[src/rtl/if_prefetch_unit_pkg.sv]
// Shared types for the instruction-fetch prefetch unit: FSM states, FIFO entry
// layout and the NOP word presented to IF_ID when nothing has been fetched.
package if_prefetch_unit_pkg;

  typedef enum logic [1:0] {
    IDLE  = 2'd0,
    WAIT  = 2'd1,
    DRAIN = 2'd2
  } fetch_state_e;

  typedef struct packed {
    logic [31:0] pc;
    logic [31:0] inst;
  } fetch_entry_t;

  localparam logic [31:0] NOP_INST = 32'h0000_0013;
  localparam logic [31:0] PC_STEP  = 32'd4;

  function automatic logic [31:0] word_align(input logic [31:0] addr);
    return {addr[31:2], 2'b00};
  endfunction

endpackage

[src/rtl/if_prefetch_unit_inst_fifo.sv]
// Small synchronous FIFO of fetched {pc, inst} entries. The head is read
// combinationally so IF_ID sees a new entry the cycle after it is pushed.
module inst_fifo
  import if_prefetch_unit_pkg::*;
#(
  parameter int DEPTH = 4
) (
  input  logic                     clk,
  input  logic                     rst,
  input  logic                     push,
  input  fetch_entry_t             push_data,
  input  logic                     pop,
  input  logic                     flush,
  output fetch_entry_t             head,
  output logic                     full,
  output logic                     empty,
  output logic [$clog2(DEPTH):0]   count
);

  localparam int AW = $clog2(DEPTH);
  localparam logic [AW:0] FULL_COUNT = (AW + 1)'(DEPTH);

  fetch_entry_t   mem_reg [DEPTH];
  logic [AW-1:0]  wr_ptr_reg;
  logic [AW-1:0]  rd_ptr_reg;
  logic [AW:0]    count_reg;
  logic           do_push;
  logic           do_pop;

  // A push while full is only legal when the head leaves in the same cycle.
  assign do_pop  = pop && (count_reg != '0);
  assign do_push = push && ((count_reg != FULL_COUNT) || do_pop);

  always_ff @(posedge clk) begin
    if (do_push && !flush) begin
      mem_reg[wr_ptr_reg] <= push_data;
    end
  end

  // Flush wins over a simultaneous push so nothing from the old stream survives.
  always_ff @(posedge clk) begin
    if (!rst || flush) begin
      wr_ptr_reg <= '0;
      rd_ptr_reg <= '0;
      count_reg  <= '0;
    end else begin
      if (do_push) begin
        wr_ptr_reg <= wr_ptr_reg + 1'b1;
      end
      if (do_pop) begin
        rd_ptr_reg <= rd_ptr_reg + 1'b1;
      end
      count_reg <= count_reg + {{AW{1'b0}}, do_push} - {{AW{1'b0}}, do_pop};
    end
  end

  assign head  = mem_reg[rd_ptr_reg];
  assign full  = (count_reg == FULL_COUNT);
  assign empty = (count_reg == '0);
  assign count = count_reg;

endmodule

[src/rtl/if_prefetch_unit.sv]
// Instruction-fetch front end: issues sequential word fetches over a req/ack
// memory port, queues the results and hands {pc, inst} to IF_ID with valid/ready.
module if_prefetch_unit
  import if_prefetch_unit_pkg::*;
#(
  parameter int          DEPTH    = 4,
  parameter logic [31:0] RESET_PC = 32'h0000_0000
) (
  input  logic        clk,
  input  logic        rst,
  input  logic        redirect_en,
  input  logic [31:0] redirect_addr,
  output logic        imem_req,
  output logic [31:0] imem_addr,
  input  logic        imem_ack,
  input  logic [31:0] imem_rdata,
  output logic        out_valid,
  input  logic        out_ready,
  output logic [31:0] out_inst,
  output logic [31:0] out_pc
);

  localparam int CW = $clog2(DEPTH) + 1;
  localparam logic [CW-1:0] FULL_COUNT = CW'(DEPTH);

  fetch_state_e  state_reg;
  logic [31:0]   fetch_pc_reg;
  logic [31:0]   target_reg;
  logic [31:0]   redirect_pc;
  logic          push;
  logic          pop;
  logic          fifo_full;
  logic          fifo_empty;
  logic [CW-1:0] count;
  logic [CW-1:0] next_count;
  fetch_entry_t  push_entry;
  fetch_entry_t  head;

  assign redirect_pc = word_align(redirect_addr);
  assign pop         = out_valid && out_ready;
  assign push        = (state_reg == WAIT) && imem_ack && !redirect_en;
  assign next_count  = count + CW'(push) - CW'(pop);
  assign push_entry  = '{pc: fetch_pc_reg, inst: imem_rdata};

  inst_fifo #(
    .DEPTH (DEPTH)
  ) u_fifo (
    .clk       (clk),
    .rst       (rst),
    .push      (push),
    .push_data (push_entry),
    .pop       (pop),
    .flush     (redirect_en),
    .head      (head),
    .full      (fifo_full),
    .empty     (fifo_empty),
    .count     (count)
  );

  always_ff @(posedge clk) begin
    if (!rst) begin
      state_reg    <= WAIT;
      fetch_pc_reg <= RESET_PC;
      target_reg   <= RESET_PC;
    end else if (redirect_en) begin
      unique case (state_reg)
        // An outstanding request must complete before the new target can be
        // fetched; its response is thrown away in DRAIN.
        WAIT, DRAIN: begin
          if (imem_ack) begin
            fetch_pc_reg <= redirect_pc;
            state_reg    <= WAIT;
          end else begin
            target_reg <= redirect_pc;
            state_reg  <= DRAIN;
          end
        end
        default: begin
          fetch_pc_reg <= redirect_pc;
          state_reg    <= WAIT;
        end
      endcase
    end else begin
      unique case (state_reg)
        IDLE: begin
          // No push happens in IDLE, so room exists unless full with no pop.
          if (!fifo_full || pop) begin
            state_reg <= WAIT;
          end
        end
        WAIT: begin
          if (imem_ack) begin
            fetch_pc_reg <= fetch_pc_reg + PC_STEP;
            state_reg    <= (next_count < FULL_COUNT) ? WAIT : IDLE;
          end
        end
        DRAIN: begin
          if (imem_ack) begin
            fetch_pc_reg <= target_reg;
            state_reg    <= WAIT;
          end
        end
        default: begin
          state_reg <= WAIT;
        end
      endcase
    end
  end

  // fetch_pc only moves on an ack, which keeps the address stable in DRAIN.
  assign imem_req  = (state_reg != IDLE);
  assign imem_addr = fetch_pc_reg;

  assign out_valid = !fifo_empty;
  assign out_inst  = fifo_empty ? NOP_INST : head.inst;
  assign out_pc    = fifo_empty ? 32'h0000_0000 : head.pc;

endmodule

[config.mk]
export PLATFORM = sky130hd
export DESIGN_NAME = if_prefetch_unit
export DESIGN_NICKNAME = d
export VERILOG_FILES = /design/src/rtl/if_prefetch_unit_pkg.sv /design/src/rtl/if_prefetch_unit_inst_fifo.sv /design/src/rtl/if_prefetch_unit.sv
export SDC_FILE = /design/constraint.sdc
export NUM_CORES = 1
export LEC_CHECK = 0
export CORE_UTILIZATION = 56
export DETAILED_ROUTE_END_ITERATION = 12
export PLACE_DENSITY = 0.8
export SYNTH_ARGS = -nofsm -noshare
export SYNTH_HDL_FRONTEND = slang
export SYNTH_SLANG_ARGS = --single-unit
[constraint.sdc]
create_clock -name clk -period 5.1 [get_ports clk]
set_input_delay 1.53 -clock clk [delete_from_list [all_inputs] [get_ports clk]]
set_output_delay 1.53 -clock clk [all_outputs]
set_load 0.01 [all_outputs]
==> impl_results.md, run 1 <==
- Run status: finished, final reports clean
- Kind of path behind the tightest hold check: reg -> reg
- Arrival time of the worst setup path: 2.90 ns
- Global-route wire length before repair: 45.1 mm
- Post-CTS Hold Fix Bufs: 0
- Fraction of registers with async set or reset after synthesis: 0%
- Final #Nets: 1164
- Gr usage total: 24.3%
- Unrepaired setup endpoints after global routing: no
- Post-synth EDFFs: 248
- Leakage component of the power: 5.38 nW
- Achievable frequency: 0.225 GHz
- Sequential cell area fraction in the yosys report: 66.5%
- Fraction of layout cells with a size suffix above 1: 13.4%
- Relative slew margins: 26.9%
- Routed length per instance: 20.4 microns
- Maximum number of pins on one net before global-route repair: 63
- Grt ovf: 0
- Number of max-slew violations in the final report: 0
- Number of vias after detailed routing: 8364
- Leading cell types by total area after synthesis: sky130_fd_sc_hd__edfxtp_1 (56%), sky130_fd_sc_hd__dfxtp_1 (11%), sky130_fd_sc_hd__mux4_2 (10%)
- Startpoint of the most critical hold path: target_reg[10]
- Setup CP Type: reg -> out
- Cell type with the largest total area after synthesis: sky130_fd_sc_hd__edfxtp_1
- DRC violation count after routing: 0
- Port buffer count: 160
- Hold Path Sink: target_reg[10]
- Reg2reg start: u_fifo.count[1]
- End of the worst register-to-register path: state_reg[0]
- Syn avg cell area: 14.4 sq um
- Final instance count without filler cells: 1427
- Largest register FFs: 248
- Synthesized flop and latch total: 319
- Total wire length: 29.1 mm
- Number of rows created at floorplan: 56
- Placeable Area: 0.0234 sq mm
- Antenna fix cells: 0
- Period minus WS final: 4.43 ns
- Die height: 156 microns
- Clk sink count: 319
- Later-pin clock latency in the skew report: 0.50 ns
- Required time of the worst setup path: 3.57 ns
- Area of the mapped netlist: 0.0133 sq mm
- Max-cap violations: 0
- Number of cells on the worst hold path: 2
- CP endpoint kind: primary output
- R2R Setup Slk: 1.65 ns
- Initial antenna violation count: 0
- Post-cts repair resize count: 0
- DIE AREA: 0.0244 sq mm
- CTS Buf Count: 34
- Number of warnings reported in the yosys synthesis log: 0
- Area share of the leading cell type in the synthesized netlist: 55.8%
- Initial Utilization: 57.0%
- Most used DFF post-synth: sky130_fd_sc_hd__edfxtp_1
- Most frequent cell after synthesis: sky130_fd_sc_hd__edfxtp_1
- Area growth syn-to-layout: 22.8%
- Cell count after synthesis: 925
- Setup bufs post-CTS: 0
- Worst ir drop on vdd: 0.203 mV
- Hold violation total from the final report: 0
- Tightest Pin Transition: 1.09 ns
- Final period utilization: 87.0%
- Vias in the first global route: 8201
- Maximum fanout along the worst path: 62
- Gp weighted congestion: 0.879
- Filler instances: 1589
- Mean number of vias per cell: 5.86
- Die Width: 156 microns
- CP startpoint kind: flop
- Final setup violation count: 0
- Worst r2r path cells: 11
- Distinct cell type count after synthesis: 62
- DRC violation total after the first TritonRoute iteration: 744
- CTS tree: yes
- Detailed placer's ending HPWL: 17.8 mm
- Setup TNS: 0 ns
- Setup clock skew after layout: 0.0152 ns
- Number of H-tree branching levels: 2
- Residual antenna-violating net count after detailed routing: 0
- Number of placed instances, taps included: 1365
- P per Cell Area: 366 mW/mm^2
- First-pass detailed-route iteration total: 5
- Clock transition at path regs: 0.06 ns
- Post-synth top cells: sky130_fd_sc_hd__edfxtp_1 (248), sky130_fd_sc_hd__nand2_1 (109), sky130_fd_sc_hd__dfxtp_1 (71), sky130_fd_sc_hd__and2_1 (68), sky130_fd_sc_hd__mux4_2 (62)
- Root buffer selected by CTS: sky130_fd_sc_hd__clkbuf_16
- Top Ports: 167
- Number of buffers on the longest clock path: 3
[through the flow]
stage / setup slack (ns) / total power, W / util, % / cell area (sq um) / hold slack, ns
floorplan: 0.884 / 0.00336 / - / 13400 / 0.431
global placement: 1.11 / 0.00368 / 65.4 / 15300 / 0.437
detailed placement: 1.10 / 0.00370 / 65.4 / 15300 / 0.444
CTS: 0.551 / 0.00603 / 70.0 / 16400 / 0.453
global route: 0.469 / 0.00620 / 70.0 / 16400 / 0.466
finish: 0.665 / 0.00599 / 70.0 / 16400 / 0.454
[per-layer routing]
metal	up-vias	routed length, microns	global-route usage [%]
li1	3826	-	-
met1	4168	12300	33.0
met2	326	14500	41.0
met3	44	1870	4.21
met4	0	405	5.93
met5	-	0	0
[kinds of logic after synthesis]
kind of cell / synth area share (%)
adder cells (fa/ha/maj): 1.28
buffers and inverters: 2.56
AO/OA/AOI/OAI: 7.25
multiplexers: 11.0
XOR/XNOR: 0.722
flip-flops: 66.5
AND/OR/NAND/NOR: 10.7
other: 0.0281
[worst max-delay path by stage]
stage | from | endpoint | slack (ns) | cells after the start
6_report | u_fifo.count[1] | out_pc[31] | 0.67 | 4
5_1_grt | u_fifo.count[1] | out_pc[31] | 0.47 | 4
4_1_cts | u_fifo.count[1] | out_inst[30] | 0.55 | 4
3_5_place_dp | u_fifo.count[1] | out_inst[30] | 1.10 | 4
3_3_place_gp | u_fifo.count[1] | out_inst[30] | 1.11 | 4
2_1_floorplan | redirect_en | u_fifo.mem_reg[1][0] | 0.88 | 3
[critical path, cell delays in order, from the launching register on]
cell                              delay, ns
sky130_fd_sc_hd__dfxtp_1               0.37
sky130_fd_sc_hd__nor3_1                0.58
sky130_fd_sc_hd__inv_2                 0.57
sky130_fd_sc_hd__and2_1                0.33
sky130_fd_sc_hd__clkdlybuf4s50_1       0.54
[final cells by class]
type	count	area [sq um]	share of cell area [%]
sequential	319	8880	54.2
multi-input combinational	525	4160	25.4
timing repair buffer	180	1800	11.0
clock buffer	48	977	5.96
tap	319	399	2.44
clock inverter	14	92.6	0.565
inverter	22	82.6	0.504
[layout by cell type (no fill, tap or decap), types with 7 or more instances in the layout]
master,Yosys,final
sky130_fd_sc_hd__buf_4,4,16
sky130_fd_sc_hd__a211oi_1,7,7
sky130_fd_sc_hd__clkinv_1,0,7
sky130_fd_sc_hd__mux4_2,62,62
sky130_fd_sc_hd__nand4_1,10,10
sky130_fd_sc_hd__dfxtp_1,71,69
sky130_fd_sc_hd__and3_1,7,7
sky130_fd_sc_hd__inv_1,21,20
sky130_fd_sc_hd__mux2i_1,7,7
sky130_fd_sc_hd__nor2_1,28,28
sky130_fd_sc_hd__o21ai_0,24,24
sky130_fd_sc_hd__a21oi_1,56,56
sky130_fd_sc_hd__clkbuf_16,0,37
sky130_fd_sc_hd__o211ai_1,15,15
sky130_fd_sc_hd__nand3_1,15,15
sky130_fd_sc_hd__edfxtp_1,248,248
sky130_fd_sc_hd__nor3_1,9,9
sky130_fd_sc_hd__ha_1,12,12
sky130_fd_sc_hd__clkbuf_1,45,10
sky130_fd_sc_hd__clkdlybuf4s50_1,0,160
sky130_fd_sc_hd__nand2_1,109,109
sky130_fd_sc_hd__or2_2,7,7
sky130_fd_sc_hd__and2_1,68,64
[power breakdown]
group	internal [W]	switching (W)
clock	0.00139	0.000957
sequential	0.00290	0.0000990
combinational	0.000330	0.000314
total	0.00462	0.00137
No activity file was read; power rests on OpenSTA's default activity.
==> inputs of run 2 (changes only) <==
--- a/config.mk
+++ b/config.mk
@@ -7,6 +7,7 @@
 export LEC_CHECK = 0
 export CORE_UTILIZATION = 56
 export DETAILED_ROUTE_END_ITERATION = 12
+export GPL_TIMING_DRIVEN = 0
 export PLACE_DENSITY = 0.8
 export SYNTH_ARGS = -nofsm -noshare
 export SYNTH_HDL_FRONTEND = slang
==> run 2 against run 1 <==
Against the previous run:
- sequential cell count is the same
- clock skew grew 0.0017 ns
- total power grew 1.2%
- sequential power is essentially flat
- final cell count grew 3.2%
- routed wire length grew 7.8%
- setup slack lost 0.15 ns
- highest routed layer unchanged
==> impl_results.md, run 2 (synthesis gave the netlist of run 1 again) <==
- Residual antenna-violating net count after detailed routing: 0 (unchanged)
- Required time of the worst setup path: 3.57 ns (about the same)
- CTS tree: yes
- Post-cts repair resize count: 0 (unchanged)
- Leakage component of the power: 5.44 nW (+1.0%)
- Arrival time of the worst setup path: 3.06 ns (+0.16 ns)
- Number of rows created at floorplan: 56 (unchanged)
- Port buffer count: 159 (-0.63%)
- Gp weighted congestion: 0.926 (+5.3%)
- Final setup violation count: 0 (unchanged)
- Run status: finished, final reports clean
- Final cell utilization of the core: 70.7% (+0.72 points)
- Final worst setup slack: 0.513 ns (-0.152 ns)
- Setup clock skew after layout: 0.0169 ns (+0.00169 ns)
- Tightest Pin Transition: 0.981 ns (-0.114 ns)
- Number of max-slew violations in the final report: 0 (unchanged)
- Grt ovf: 0 (unchanged)
- First-pass detailed-route iteration total: 6 (+1)
- Root buffer selected by CTS: sky130_fd_sc_hd__clkbuf_16
- Final period utilization: 89.9% (+3.0 points)
- Die height: 156 microns (unchanged)
- Worst ir drop on vdd: 0.224 mV (+11%)
- Standard cell with the maximum stage delay on the critical path: sky130_fd_sc_hd__mux4_2
- Kind of path behind the tightest hold check: reg -> reg
- Most frequent cells in the layout: sky130_fd_sc_hd__edfxtp_1 (248), sky130_fd_sc_hd__clkdlybuf4s50_1 (159), sky130_fd_sc_hd__nand2_1 (109)
- Relative slew margins: 34.6% (+7.8 points)
- Clk sink count: 319 (unchanged)
- Later-pin clock latency in the skew report: 0.50 ns (about the same)
- Global-route wire length before repair: 47.4 mm (+5.2%)
- Clock transition at path regs: 0.06 ns (about the same)
- Post-CTS Hold Fix Bufs: 0 (unchanged)
- Unrepaired setup endpoints after global routing: no
- Setup bufs post-CTS: 0 (unchanged)
- Antenna fix cells: 0 (unchanged)
- Post-Place Setup Slack: 0.629 ns (-0.472 ns)
- Number of H-tree branching levels: 2 (unchanged)
- Maximum fanout along the worst path: 10 (-84%)
- Vias in the first global route: 8244 (+0.52%)
- Max-cap violations: 0 (unchanged)
- DIE AREA: 0.0244 sq mm (unchanged)
- CP startpoint kind: flop
- Placeable Area: 0.0234 sq mm (unchanged)
- DRC violation count after routing: 0 (unchanged)
- Hold violation total from the final report: 0 (unchanged)
- Delay contributed by the slowest stage of the critical path: 0.54 ns (-0.04 ns)
- Maximum number of pins on one net before global-route repair: 48 (-24%)
- Gr usage total: 25.8% (+1.5 points)
- CTS Buf Count: 35 (+2.9%)
- Number of buffers on the longest clock path: 3 (unchanged)
- CP endpoint kind: primary output
- WP buf/inv: 3 (+1)
- Fraction of layout cells with a size suffix above 1: 12.3% (-1.1 points)
- Setup CP Type: reg -> out
- Initial antenna violation count: 0 (unchanged)
- Area growth syn-to-layout: 24.1%
- Cell breakdown of the critical path: clkbuf_1, buf_2, mux4_2, or2_2, clkdlybuf4s50_1
- Initial Utilization: 57.0% (unchanged)
- Final instance count without filler cells: 1473 (+3.2%)
- Most frequent standard cell in the layout excluding fill and tap cells: sky130_fd_sc_hd__edfxtp_1
- Top Ports: 167 (unchanged)
- Final #Nets: 1210 (+4.0%)
- Detailed placer's ending HPWL: 20.3 mm (+14%)
- Filler instances: 1601 (+0.76%)
- Total wire length: 31.3 mm (+7.8%)
- Number of placed instances, taps included: 1410 (+3.3%)
- P per Cell Area: 366 mW/mm^2 (+0.21%)
- Largest register FFs: 248 (unchanged)
- Die Width: 156 microns (unchanged)
- Mean number of vias per cell: 5.90 (+0.60%)
- Period minus WS final: 4.59 ns (+0.152 ns)
- Cell family with most CP delay: buffers and inverters
- Achievable frequency: 0.218 GHz (-3.3%)
- Number of vias after detailed routing: 8685 (+3.8%)
- DRC violation total after the first TritonRoute iteration: 785 (+5.5%)
- Routed length per instance: 21.3 microns (+4.4%)
-- run 2: worst min-delay path: cells and delay by family (launching register included) --
family           cells  cell delay (ns)
AND/OR/NAND/NOR      1             0.05
flip-flops           1             0.30
AO/OA/AOI/OAI        1             0.05
-- run 2: final timing paths --
path | from | end | slack (ns) | depth (start not counted)
hold / removal | target_reg[9] | target_reg[9] | 0.45 | 2
hold reg to reg | target_reg[9] | target_reg[9] | 0.45 | 2
setup / recovery | flop | out_inst[4] | 0.51 | 5
setup reg to reg | u_fifo.count[1] | state_reg[0] | 1.88 | 11
-- run 2: where the power goes --
| group | internal [W] | total [W] | switching [W] |
|---|---|---|---|
| sequential | 0.00290 | 0.00300 | 0.0000964 |
| clock | 0.00143 | 0.00240 | 0.000962 |
| combinational | 0.000333 | 0.000671 | 0.000338 |
| total | 0.00467 | 0.00607 | 0.00140 |
-- run 2: per-layer routing --
metal  global-route usage [%]  up-vias  routed length [microns]
li1                         -     3924                        -
met1                     36.1     4295                    12900
met2                     41.8      415                    15200
met3                     4.79       51                     2630
met4                     6.77        0                      622
met5                        0        -                        0
-- run 2: final cells by class --
class | count | area, sq um | share of cell area (%)
multi-input combinational | 525 | 4150 | 25.1
sequential | 319 | 8870 | 53.6
tap | 319 | 399 | 2.41
clock inverter | 13 | 119 | 0.718
timing repair buffer | 163 | 1700 | 10.3
inverter | 22 | 82.6 | 0.499
buffer | 62 | 259 | 1.56
clock buffer | 50 | 975 | 5.89
-- run 2: metrics by stage --
step | TNS (ns) | total power, W | area (sq um) | hold WS (ns)
after floorplan | 0 | 0.00336 | 13400 | 0.431
after global placement | -266.00 | 0.00370 | 15300 | 0.437
after detailed placement | 0 | 0.00372 | 15500 | 0.447
after CTS | 0 | 0.00611 | 16600 | 0.455
after global routing | 0 | 0.00626 | 16600 | 0.466
final | 0 | 0.00607 | 16600 | 0.453
